===== src/rtl/store_pkg.sv =====
// Shared definitions for the store path: funct3 codes, the buffered entry
// type and the byte-enable helper. Entry fields are sized for the widest build.
package store_pkg;

    localparam logic [2:0] F3_SB = 3'b000;
    localparam logic [2:0] F3_SH = 3'b001;
    localparam logic [2:0] F3_SW = 3'b010;
    localparam logic [2:0] F3_SD = 3'b011;

    localparam int MAX_ADDR_W = 64;
    localparam int MAX_DATA_W = 64;
    localparam int MAX_NB     = MAX_DATA_W / 8;

    typedef struct packed {
        logic [MAX_ADDR_W-1:0] addr;
        logic [MAX_DATA_W-1:0] wdata;
        logic [MAX_NB-1:0]     be;
    } store_entry_t;

    // Enables across two adjacent words; the upper half covers a word-crossing store.
    function automatic logic [2*MAX_NB-1:0] store_be(input logic [3:0] size, input logic [2:0] lane);
        return ((16'd1 << size) - 16'd1) << lane;
    endfunction

endpackage


===== src/rtl/store_if.sv =====
// Request and memory-side signals of the store unit. The store unit uses the
// master modport; the surrounding pipeline/memory model uses slave.
interface store_if #(
    parameter int ADDR_W = 32,
    parameter int DATA_W = 32
);
    localparam int NB = DATA_W / 8;

    logic              req_valid;
    logic              req_ready;
    logic [ADDR_W-1:0] req_addr;
    logic [DATA_W-1:0] req_data;
    logic [2:0]        req_funct3;

    logic              mem_valid;
    logic              mem_ready;
    logic [ADDR_W-1:0] mem_addr;
    logic [DATA_W-1:0] mem_wdata;
    logic [NB-1:0]     mem_be;

    modport master (
        input  req_valid, req_addr, req_data, req_funct3, mem_ready,
        output req_ready, mem_valid, mem_addr, mem_wdata, mem_be
    );

    modport slave (
        output req_valid, req_addr, req_data, req_funct3, mem_ready,
        input  req_ready, mem_valid, mem_addr, mem_wdata, mem_be
    );
endinterface


===== src/rtl/store_fifo.sv =====
// Generic DEPTH-entry synchronous FIFO; DEPTH must be a power of two so the
// pointers wrap naturally. Push when full and pop when empty are ignored.
module store_fifo #(
    parameter type T     = logic,
    parameter int  DEPTH = 4,
    localparam int PW    = $clog2(DEPTH)
) (
    input  logic        clk,
    input  logic        rst_n,
    input  logic        i_push,
    input  T            i_data,
    input  logic        i_pop,
    output T            o_head,
    output logic        o_full,
    output logic        o_empty,
    output logic [PW:0] o_count
);
    T            r_mem [DEPTH];
    logic [PW-1:0] r_wr_ptr;
    logic [PW-1:0] r_rd_ptr;
    logic [PW:0]   r_count;
    logic          w_push;
    logic          w_pop;

    assign o_full  = (r_count == (PW+1)'(DEPTH));
    assign o_empty = (r_count == '0);
    assign w_push  = i_push && !o_full;
    assign w_pop   = i_pop && !o_empty;
    assign o_head  = r_mem[r_rd_ptr];
    assign o_count = r_count;

    // NOTE: sequential state uses non-blocking assignments so every register
    // samples pre-edge values regardless of process ordering.
    always_ff @(posedge clk) begin
        if (!rst_n) begin
            r_wr_ptr <= '0;
            r_rd_ptr <= '0;
            r_count  <= '0;
        end else begin
            if (w_push) r_wr_ptr <= r_wr_ptr + PW'(1);
            if (w_pop)  r_rd_ptr <= r_rd_ptr + PW'(1);
            case ({w_push, w_pop})
                2'b10:   r_count <= r_count + (PW+1)'(1);
                2'b01:   r_count <= r_count - (PW+1)'(1);
                default: ;
            endcase
        end
    end

    // NOTE: storage is deliberately not reset; occupancy alone decides validity.
    always_ff @(posedge clk) begin
        if (w_push) r_mem[r_wr_ptr] <= i_data;
    end
endmodule


===== src/rtl/store_unit.sv =====
// Store path from MEM stage to data memory: funct3 decode, lane steering,
// misalignment check and a buffered drain. Define STORE_SPLIT_MISALIGNED_EN
// to perform misaligned stores (word-crossing ones as two entries).
module store_unit
    import store_pkg::*;
#(
    parameter int  ADDR_W = 32,
    parameter int  DATA_W = 32,
    parameter int  DEPTH  = 4,
    localparam int NB     = DATA_W / 8,
    localparam int LB     = $clog2(NB),
    localparam int CW     = $clog2(DEPTH) + 1
) (
    input  logic          clk,
    input  logic          rst_n,
    store_if.master       bus,
    output logic          misalign_fault,
    output logic [CW-1:0] count
);
    logic [LB-1:0]       w_lane;
    logic [3:0]          w_size;
    logic                w_legal;
    logic                w_misaligned;
    logic                w_accept;
    logic                w_enq;
    logic                w_fault_d;
    logic                w_push;
    logic                w_pop;
    logic                w_full;
    logic                w_empty;
    logic [ADDR_W-1:0]   w_base;
    logic [2*DATA_W-1:0] w_shift;
    logic [2*NB-1:0]     w_be2;
    store_entry_t        w_lo;
    store_entry_t        w_push_entry;
    store_entry_t        w_head;
    logic                r_fault;
    logic                w_unused;

    assign w_accept     = bus.req_valid && bus.req_ready;
    assign w_lane       = bus.req_addr[LB-1:0];
    assign w_size       = 4'd1 << bus.req_funct3[1:0];
    assign w_misaligned = (w_lane & LB'(w_size - 4'd1)) != '0;
    assign w_base       = {bus.req_addr[ADDR_W-1:LB], {LB{1'b0}}};
    assign w_shift      = {{DATA_W{1'b0}}, bus.req_data} << {w_lane, 3'b000};
    assign w_be2        = (2*NB)'(store_be(w_size, 3'(w_lane)));

    always_comb begin
        // NOTE: default first so every path assigns it and no latch is inferred.
        w_legal = 1'b0;
        case (bus.req_funct3)
            F3_SB, F3_SH, F3_SW: w_legal = 1'b1;
            F3_SD:               w_legal = (NB == 8);
            default:             w_legal = 1'b0;
        endcase
    end

    always_comb begin
        w_lo       = '0;
        w_lo.addr  = MAX_ADDR_W'(w_base);
        w_lo.wdata = MAX_DATA_W'(w_shift[DATA_W-1:0]);
        w_lo.be    = MAX_NB'(w_be2[NB-1:0]);
    end

`ifdef STORE_SPLIT_MISALIGNED_EN
    logic         w_cross;
    logic         r_pend;
    store_entry_t w_hi;
    store_entry_t r_pend_entry;

    assign w_cross = (int'(w_lane) + int'(w_size)) > NB;

    always_comb begin
        w_hi       = '0;
        w_hi.addr  = MAX_ADDR_W'(w_base + ADDR_W'(NB));
        w_hi.wdata = MAX_DATA_W'(w_shift[2*DATA_W-1:DATA_W]);
        w_hi.be    = MAX_NB'(w_be2[2*NB-1:NB]);
    end

    // Blocking new requests while the upper half is pending keeps the halves adjacent.
    assign bus.req_ready = (count <= CW'(DEPTH - 2)) && !r_pend;
    assign w_enq         = w_accept && w_legal;
    assign w_fault_d     = w_accept && !w_legal;
    assign w_push        = w_enq || r_pend;
    assign w_push_entry  = r_pend ? r_pend_entry : w_lo;

    always_ff @(posedge clk) begin
        if (!rst_n) r_pend <= 1'b0;
        else        r_pend <= w_enq && w_cross;
    end

    always_ff @(posedge clk) begin
        if (w_enq && w_cross) r_pend_entry <= w_hi;
    end
`else
    assign bus.req_ready = (count < CW'(DEPTH));
    assign w_enq         = w_accept && w_legal && !w_misaligned;
    assign w_fault_d     = w_accept && !(w_legal && !w_misaligned);
    assign w_push        = w_enq;
    assign w_push_entry  = w_lo;
`endif

    always_ff @(posedge clk) begin
        if (!rst_n) r_fault <= 1'b0;
        else        r_fault <= w_fault_d;
    end
    assign misalign_fault = r_fault;

    assign w_pop = bus.mem_valid && bus.mem_ready;

    store_fifo #(
        .T     (store_entry_t),
        .DEPTH (DEPTH)
    ) u_fifo (
        .clk     (clk),
        .rst_n   (rst_n),
        .i_push  (w_push),
        .i_data  (w_push_entry),
        .i_pop   (w_pop),
        .o_head  (w_head),
        .o_full  (w_full),
        .o_empty (w_empty),
        .o_count (count)
    );

    assign bus.mem_valid = !w_empty;
    assign bus.mem_addr  = w_empty ? '0 : w_head.addr[ADDR_W-1:0];
    assign bus.mem_wdata = w_empty ? '0 : w_head.wdata[DATA_W-1:0];
    assign bus.mem_be    = w_empty ? '0 : w_head.be[NB-1:0];

    // Bits beyond this build's widths, and build-dependent leftovers.
    assign w_unused = ^{w_head, w_shift, w_be2, w_misaligned, w_full};
endmodule

===== src/flat_wrapper.sv =====
// flat-port wrapper written by rule: the top's interface ports become plain ports
module store_unit_flat import store_pkg::*;
#(
    parameter int  ADDR_W = 32,
    parameter int  DATA_W = 32,
    parameter int  DEPTH  = 4,
    localparam int NB     = DATA_W / 8,
    localparam int LB     = $clog2(NB),
    localparam int CW     = $clog2(DEPTH) + 1
)
  (clk, rst_n, misalign_fault, count, bus_req_valid, bus_req_addr, bus_req_data, bus_req_funct3, bus_mem_ready, bus_req_ready, bus_mem_valid, bus_mem_addr, bus_mem_wdata, bus_mem_be);
  store_if #(.ADDR_W(ADDR_W), .DATA_W(DATA_W)) bus_i ();
  input  logic clk;
  input  logic rst_n;
  output logic misalign_fault;
  output logic [CW-1:0] count;
  input wire logic [$bits(bus_i.req_valid)-1:0] bus_req_valid;
  input wire logic [$bits(bus_i.req_addr)-1:0] bus_req_addr;
  input wire logic [$bits(bus_i.req_data)-1:0] bus_req_data;
  input wire logic [$bits(bus_i.req_funct3)-1:0] bus_req_funct3;
  input wire logic [$bits(bus_i.mem_ready)-1:0] bus_mem_ready;
  output wire logic [$bits(bus_i.req_ready)-1:0] bus_req_ready;
  output wire logic [$bits(bus_i.mem_valid)-1:0] bus_mem_valid;
  output wire logic [$bits(bus_i.mem_addr)-1:0] bus_mem_addr;
  output wire logic [$bits(bus_i.mem_wdata)-1:0] bus_mem_wdata;
  output wire logic [$bits(bus_i.mem_be)-1:0] bus_mem_be;
  assign bus_i.req_valid = bus_req_valid;
  assign bus_i.req_addr = bus_req_addr;
  assign bus_i.req_data = bus_req_data;
  assign bus_i.req_funct3 = bus_req_funct3;
  assign bus_i.mem_ready = bus_mem_ready;
  assign bus_req_ready = bus_i.req_ready;
  assign bus_mem_valid = bus_i.mem_valid;
  assign bus_mem_addr = bus_i.mem_addr;
  assign bus_mem_wdata = bus_i.mem_wdata;
  assign bus_mem_be = bus_i.mem_be;
  store_unit #(.ADDR_W(ADDR_W), .DATA_W(DATA_W), .DEPTH(DEPTH)) u_core (.clk(clk), .rst_n(rst_n), .bus(bus_i), .misalign_fault(misalign_fault), .count(count));
endmodule

===== config.mk =====
export PLATFORM = sky130hd
export DESIGN_NAME = store_unit_flat
export DESIGN_NICKNAME = d
export VERILOG_FILES = /design/src/rtl/store_pkg.sv /design/src/rtl/store_if.sv /design/src/rtl/store_fifo.sv /design/src/rtl/store_unit.sv /design/src/flat_wrapper.sv
export SDC_FILE = /design/constraint.sdc
export NUM_CORES = 1
export LEC_CHECK = 0
export ABC_AREA = 1
export BUFFER_PORTS_ARGS = -buffer_cell sky130_fd_sc_hd__buf_2
export CORE_MARGIN = 2
export CORE_UTILIZATION = 57
export DETAILED_ROUTE_END_ITERATION = 12
export PLACE_DENSITY = 0.83
export SYNTH_ARGS = -nofsm -noshare
export SYNTH_HDL_FRONTEND = slang
export SYNTH_HIERARCHICAL = 1
export SYNTH_SLANG_ARGS = --single-unit

===== constraint.sdc =====
create_clock -name clk -period 12.7 [get_ports clk]
set_input_delay 3.175 -clock clk [delete_from_list [all_inputs] [get_ports clk]]
set_output_delay 3.175 -clock clk [all_outputs]
set_load 0.005 [all_outputs]

[After elaboration in Yosys (flattened, before gate mapping)]
Memories as Yosys holds them, arrays and structs flattened. A register that Yosys moved wholly into a read port is not among the register bits.
Cells that the tools add are included.
Storage, ports and cells
  flip-flop bits (word level): 8
  memory bits (writable): 264
  input port bits: 71
  output and inout port bits: 74
  memories kept: 1
Memory list
  u_core.u_fifo.r_mem: depth 4, width 66, read ports 1, clocked after Yosys merged registers in 1, write ports 1, line store_fifo.sv:18  | T r_mem [DEPTH];
Cells by class
  add/subtract/negate cells: 6
  order comparisons: 1
  equality and inequality tests: 5
  shift-type cells: 4
  mux-type cells: 9
  bitwise operators: 1
  reduce and logical (&&, ||, !) cells: 17
Operators by type and width (number)
  2-to-1 mux 32 bit: 2
  left shift 32 x 5 -> 32 bit: 1
  left shift 1 x 4 -> 16 bit (first input constant): 1
  left shift 16 x 2 -> 4 bit: 1
  subtractor 16 x 1 -> 16 bit (second input constant): 1
  logical AND 1 bit: 8
  logical NOT 3 bit: 2
  one-hot mux 3 bit (2 select lines): 1
  adder 2 x 1 -> 2 bit (second input constant): 2
  logical NOT 1 bit: 4
  2-to-1 mux 2 bit: 2
  2-to-1 mux 4 bit: 1
  nonzero test 2 bit: 2
  left shift 1 x 2 -> 4 bit (first input constant): 1
  adder 3 x 1 -> 3 bit (second input constant): 1
  == test 3 x 1 -> 1 bit (second input constant): 1
  == test 3 x 2 -> 1 bit (second input constant): 1
  == test 3 bit (second input constant): 1
  less-than comparator 3 bit (second input constant): 1
  2-to-1 mux 1 bit: 3
  OR reduction 3 bit: 1
  subtractor 3 x 1 -> 3 bit (second input constant): 1
  bitwise AND 2 bit: 1
  == test 2 x 1 -> 1 bit (second input constant): 1
  2 further kinds: 2

[Longest topological paths before layout]
  depth after elaboration: 9
  mapped depth: 17
  depth with buffers taken out: 15

[Cells and area by module]
Netlist, hierarchy kept.
By module, submodules not included
  store_fifo: times used 1, cells each 1385, area an instance 20507.2 µm², seq. area each 16515.8 µm²
  store_unit: times used 1, cells each 276, area an instance 1216.2 µm², seq. area each 20.0 µm²

[Worst setup path after synthesis]
Ideal clock, no wire load.
  kind: input-to-reg
  start point: input bus_req_addr[0]
  end point: memory u_core/u_fifo/r_mem[0][0] (netlist name), enable pin
  arrival time: 9.492 ns
  required time: 12.066 ns
  setup slack: 2.574 ns
  stages on the path: 6
  path through: buf_4 > o21ai_1 > nand3_1 > nor2_1 > nand2_1 > nor2_1
On the way
  word-level cells in the longest chain between the ends: 7
Ends and longest elaborated chain
  start: declaration: line flat_wrapper.sv:18  | input wire logic [$bits(bus_i.req_addr)-1:0] bus_req_addr;
  bitwise AND 2 bit: line store_unit.sv:43  | assign w_misaligned = (w_lane & LB'(w_size - 4'd1)) != '0;
  nonzero test 2 bit: line store_unit.sv:43
  logical NOT 1 bit: line store_unit.sv:97  | assign w_enq = w_accept && w_legal && !w_misaligned;
  logical AND 1 bit: line store_unit.sv:97
  via u_core.w_enq: line store_unit.sv:25  | logic w_enq;
  logical AND 1 bit: line store_fifo.sv:27  | assign w_push = i_push && !o_full;
  2-to-1 mux 1 bit: line store_fifo.sv:52  | if (w_push) r_mem[r_wr_ptr] <= i_data;
  2-to-1 mux 1 bit (implied by the code): line store_fifo.sv:52
  end: declaration: line store_fifo.sv:18
The timed path passes the listed nets, and every way through them passes these cells.

==> run metrics <==
status=finished clean; critical path endpoint category=primary output; Power Dens Cells=143 nW/um^2; Final setup viols=0; Post-CTS Resized=0; placed cell count=1371; Max-slew headroom=22.8%; part of the cycle the worst path needs=51.7%; worst vdd ir=0.000104 V; leakage power=5.21 nW; Hold Startpoint=u_core/u_fifo/r_rd_ptr[1]$_SDFFE_PN0P_; first drt pass iteration count=5; flop2flop setup slack=9.85 ns; port bufs=144; H-tree depth=1; Met3 Wirelength=2.09 mm; CTS Buf Count=28; vias per cell=5.58; clock latency on the worst-skew pair=0.53 ns; wirelength, routed=25.7 mm; min-delay worst type=flip-flop to flip-flop; Post-CTS Setup Inserts=0; final hold vios=0; met2 routed WL=12.4 mm; fillers=1477; # DRC=0; commonest cells after routing, fill and taps aside=edfxtp_1, nor2_1, o21ai_0; hold path depth=2; post-route clock skew=0.00940 ns; global-route wire length before repair=39.5 mm; share of layout cells above drive strength 1=17.6%; clock-pin slew on the worst setup and hold paths=0.06 ns; hpwl dp=14.8 mm; Worst EP required=9.52 ns; setup TNS=0 ns; Vias=7936; MaxCap Viol Count=0; initial antenna violation count=0; Critical Path Fanout Max=84; R2R Path End=u_core/u_fifo/r_mem[0][94]$_DFFE_PP_; cts hold-fix bufs=0; max-slew violation count=0; Tmin final=6.56 ns; die boundary height=148 microns; CTS root buffer=clkbuf_16; DR WL/cell=18.1 microns; worst-case clock buffer depth=3; CTS tree=done; GP Congestion=0.865; Cell Rows=52; drt initial violations=686; RSZ-0062 raised after global routing=no; die width=148 microns; vias in the first global route=7656; largest net degree at the start of global routing=85; Max Used Layer=met4; Area Growth Syn to Fin=13.4%; Final ANT Viol Nets=0; Post-layout nets=1208; commonest non-fill, non-tap cell in the layout=edfxtp_1; fmax=152 MHz; Setup crit start kind=flip-flop; r2r startpoint=u_core/u_fifo/o_count[2]$_SDFFE_PN0P_; Syn Area/Cell=11.5 sq um; clock sink total=282; Setup CP Type=flip-flop to primary output; die area=21900 sq um; Reg2Reg Depth=6; GR Overflow Total=0; Post-Syn Instances=1024; Final Non-Filler Cells=1422; n_diodes=0; Met1 Wirelength=10.7 mm; Netlist Area Pre-Place=11800 sq um; yosys warns=6; worst slew pin tran=1.16 ns; core area=20300 sq um; Initial Util=58.2%; Tot GR Track Use=23.1%; # IOs=145; Crit path arrival time=3.39 ns
-- per-layer routing --
| layer | vias up | global-route usage (%) |
|---|---|---|
| li1 | 3743 | - |
| met1 | 3792 | 31.1 |
| met2 | 360 | 38.8 |
| met3 | 41 | 4.44 |
| met4 | 0 | 7.05 |
| met5 | - | 0 |
-- per-stage QoR --
stage / power [mW] / hold slack, ns / util (%) / cell area (sq um) / worst slack [ns]
2_1_floorplan: 1.12 / 0.462 / - / 11800 / 5.52
3_3_place_gp: 1.17 / 0.481 / 61.8 / 12500 / 6.54
3_5_place_dp: 1.17 / 0.497 / 61.8 / 12500 / 6.46
4_1_cts: 1.93 / 0.511 / 66.0 / 13400 / 6.13
5_1_grt: 1.98 / 0.554 / 66.0 / 13400 / 5.81
6_report: 1.92 / 0.505 / 66.0 / 13400 / 6.14
-- sequential cells by signal (all words and copies together) (netlist names), named ones only --
register	flops
u_core/misalign_fault	1
u_core/u_fifo/r_mem	272
u_core/u_fifo/o_count	3
u_core/u_fifo/r_wr_ptr	2
u_core/u_fifo/r_rd_ptr	2
-- critical path, stage by stage (launching register included) --
cell and delay (ns):
dfxtp_4 0.75, clkinv_2 0.73, buf_4 0.60, o21ai_0 0.35, o22ai_1 0.12, inv_1 0.07
nor2_1 0.03, buf_2 0.14
-- how the worst max path moves through the flow --
stage / start / endpoint / slack, ns
floorplan: bus_req_addr[0] / u_core/u_fifo/r_mem[0][0]$_DFFE_PP_ / 5.52
global placement: bus_req_addr[0] / u_core/u_fifo/r_mem[0][96]$_DFFE_PP_ / 6.54
detailed placement: bus_req_addr[0] / u_core/u_fifo/r_mem[0][94]$_DFFE_PP_ / 6.46
CTS: flip-flop / bus_mem_be[2] / 6.13
global route: flip-flop / bus_mem_addr[15] / 5.81
finish: flip-flop / bus_mem_addr[30] / 6.14
-- power breakdown --
part           internal [mW]  switching [mW]  leakage, nW  total, mW
clock network          0.438           0.324        0.417      0.762
registers               1.03         0.00404         2.55       1.04
logic                 0.0393          0.0796         2.24      0.119
-- cell type report --
cell class,instances,area (sq um),area share [%]
flip-flops and latches,282,8370,62.5
multi-input cells,555,2630,19.6
repair buffers,152,781,5.83
clock buffers,37,756,5.64
inverters,112,423,3.16
well taps,270,338,2.52
clock inverters,14,98.8,0.738
Power figures use the tool's default switching activity.
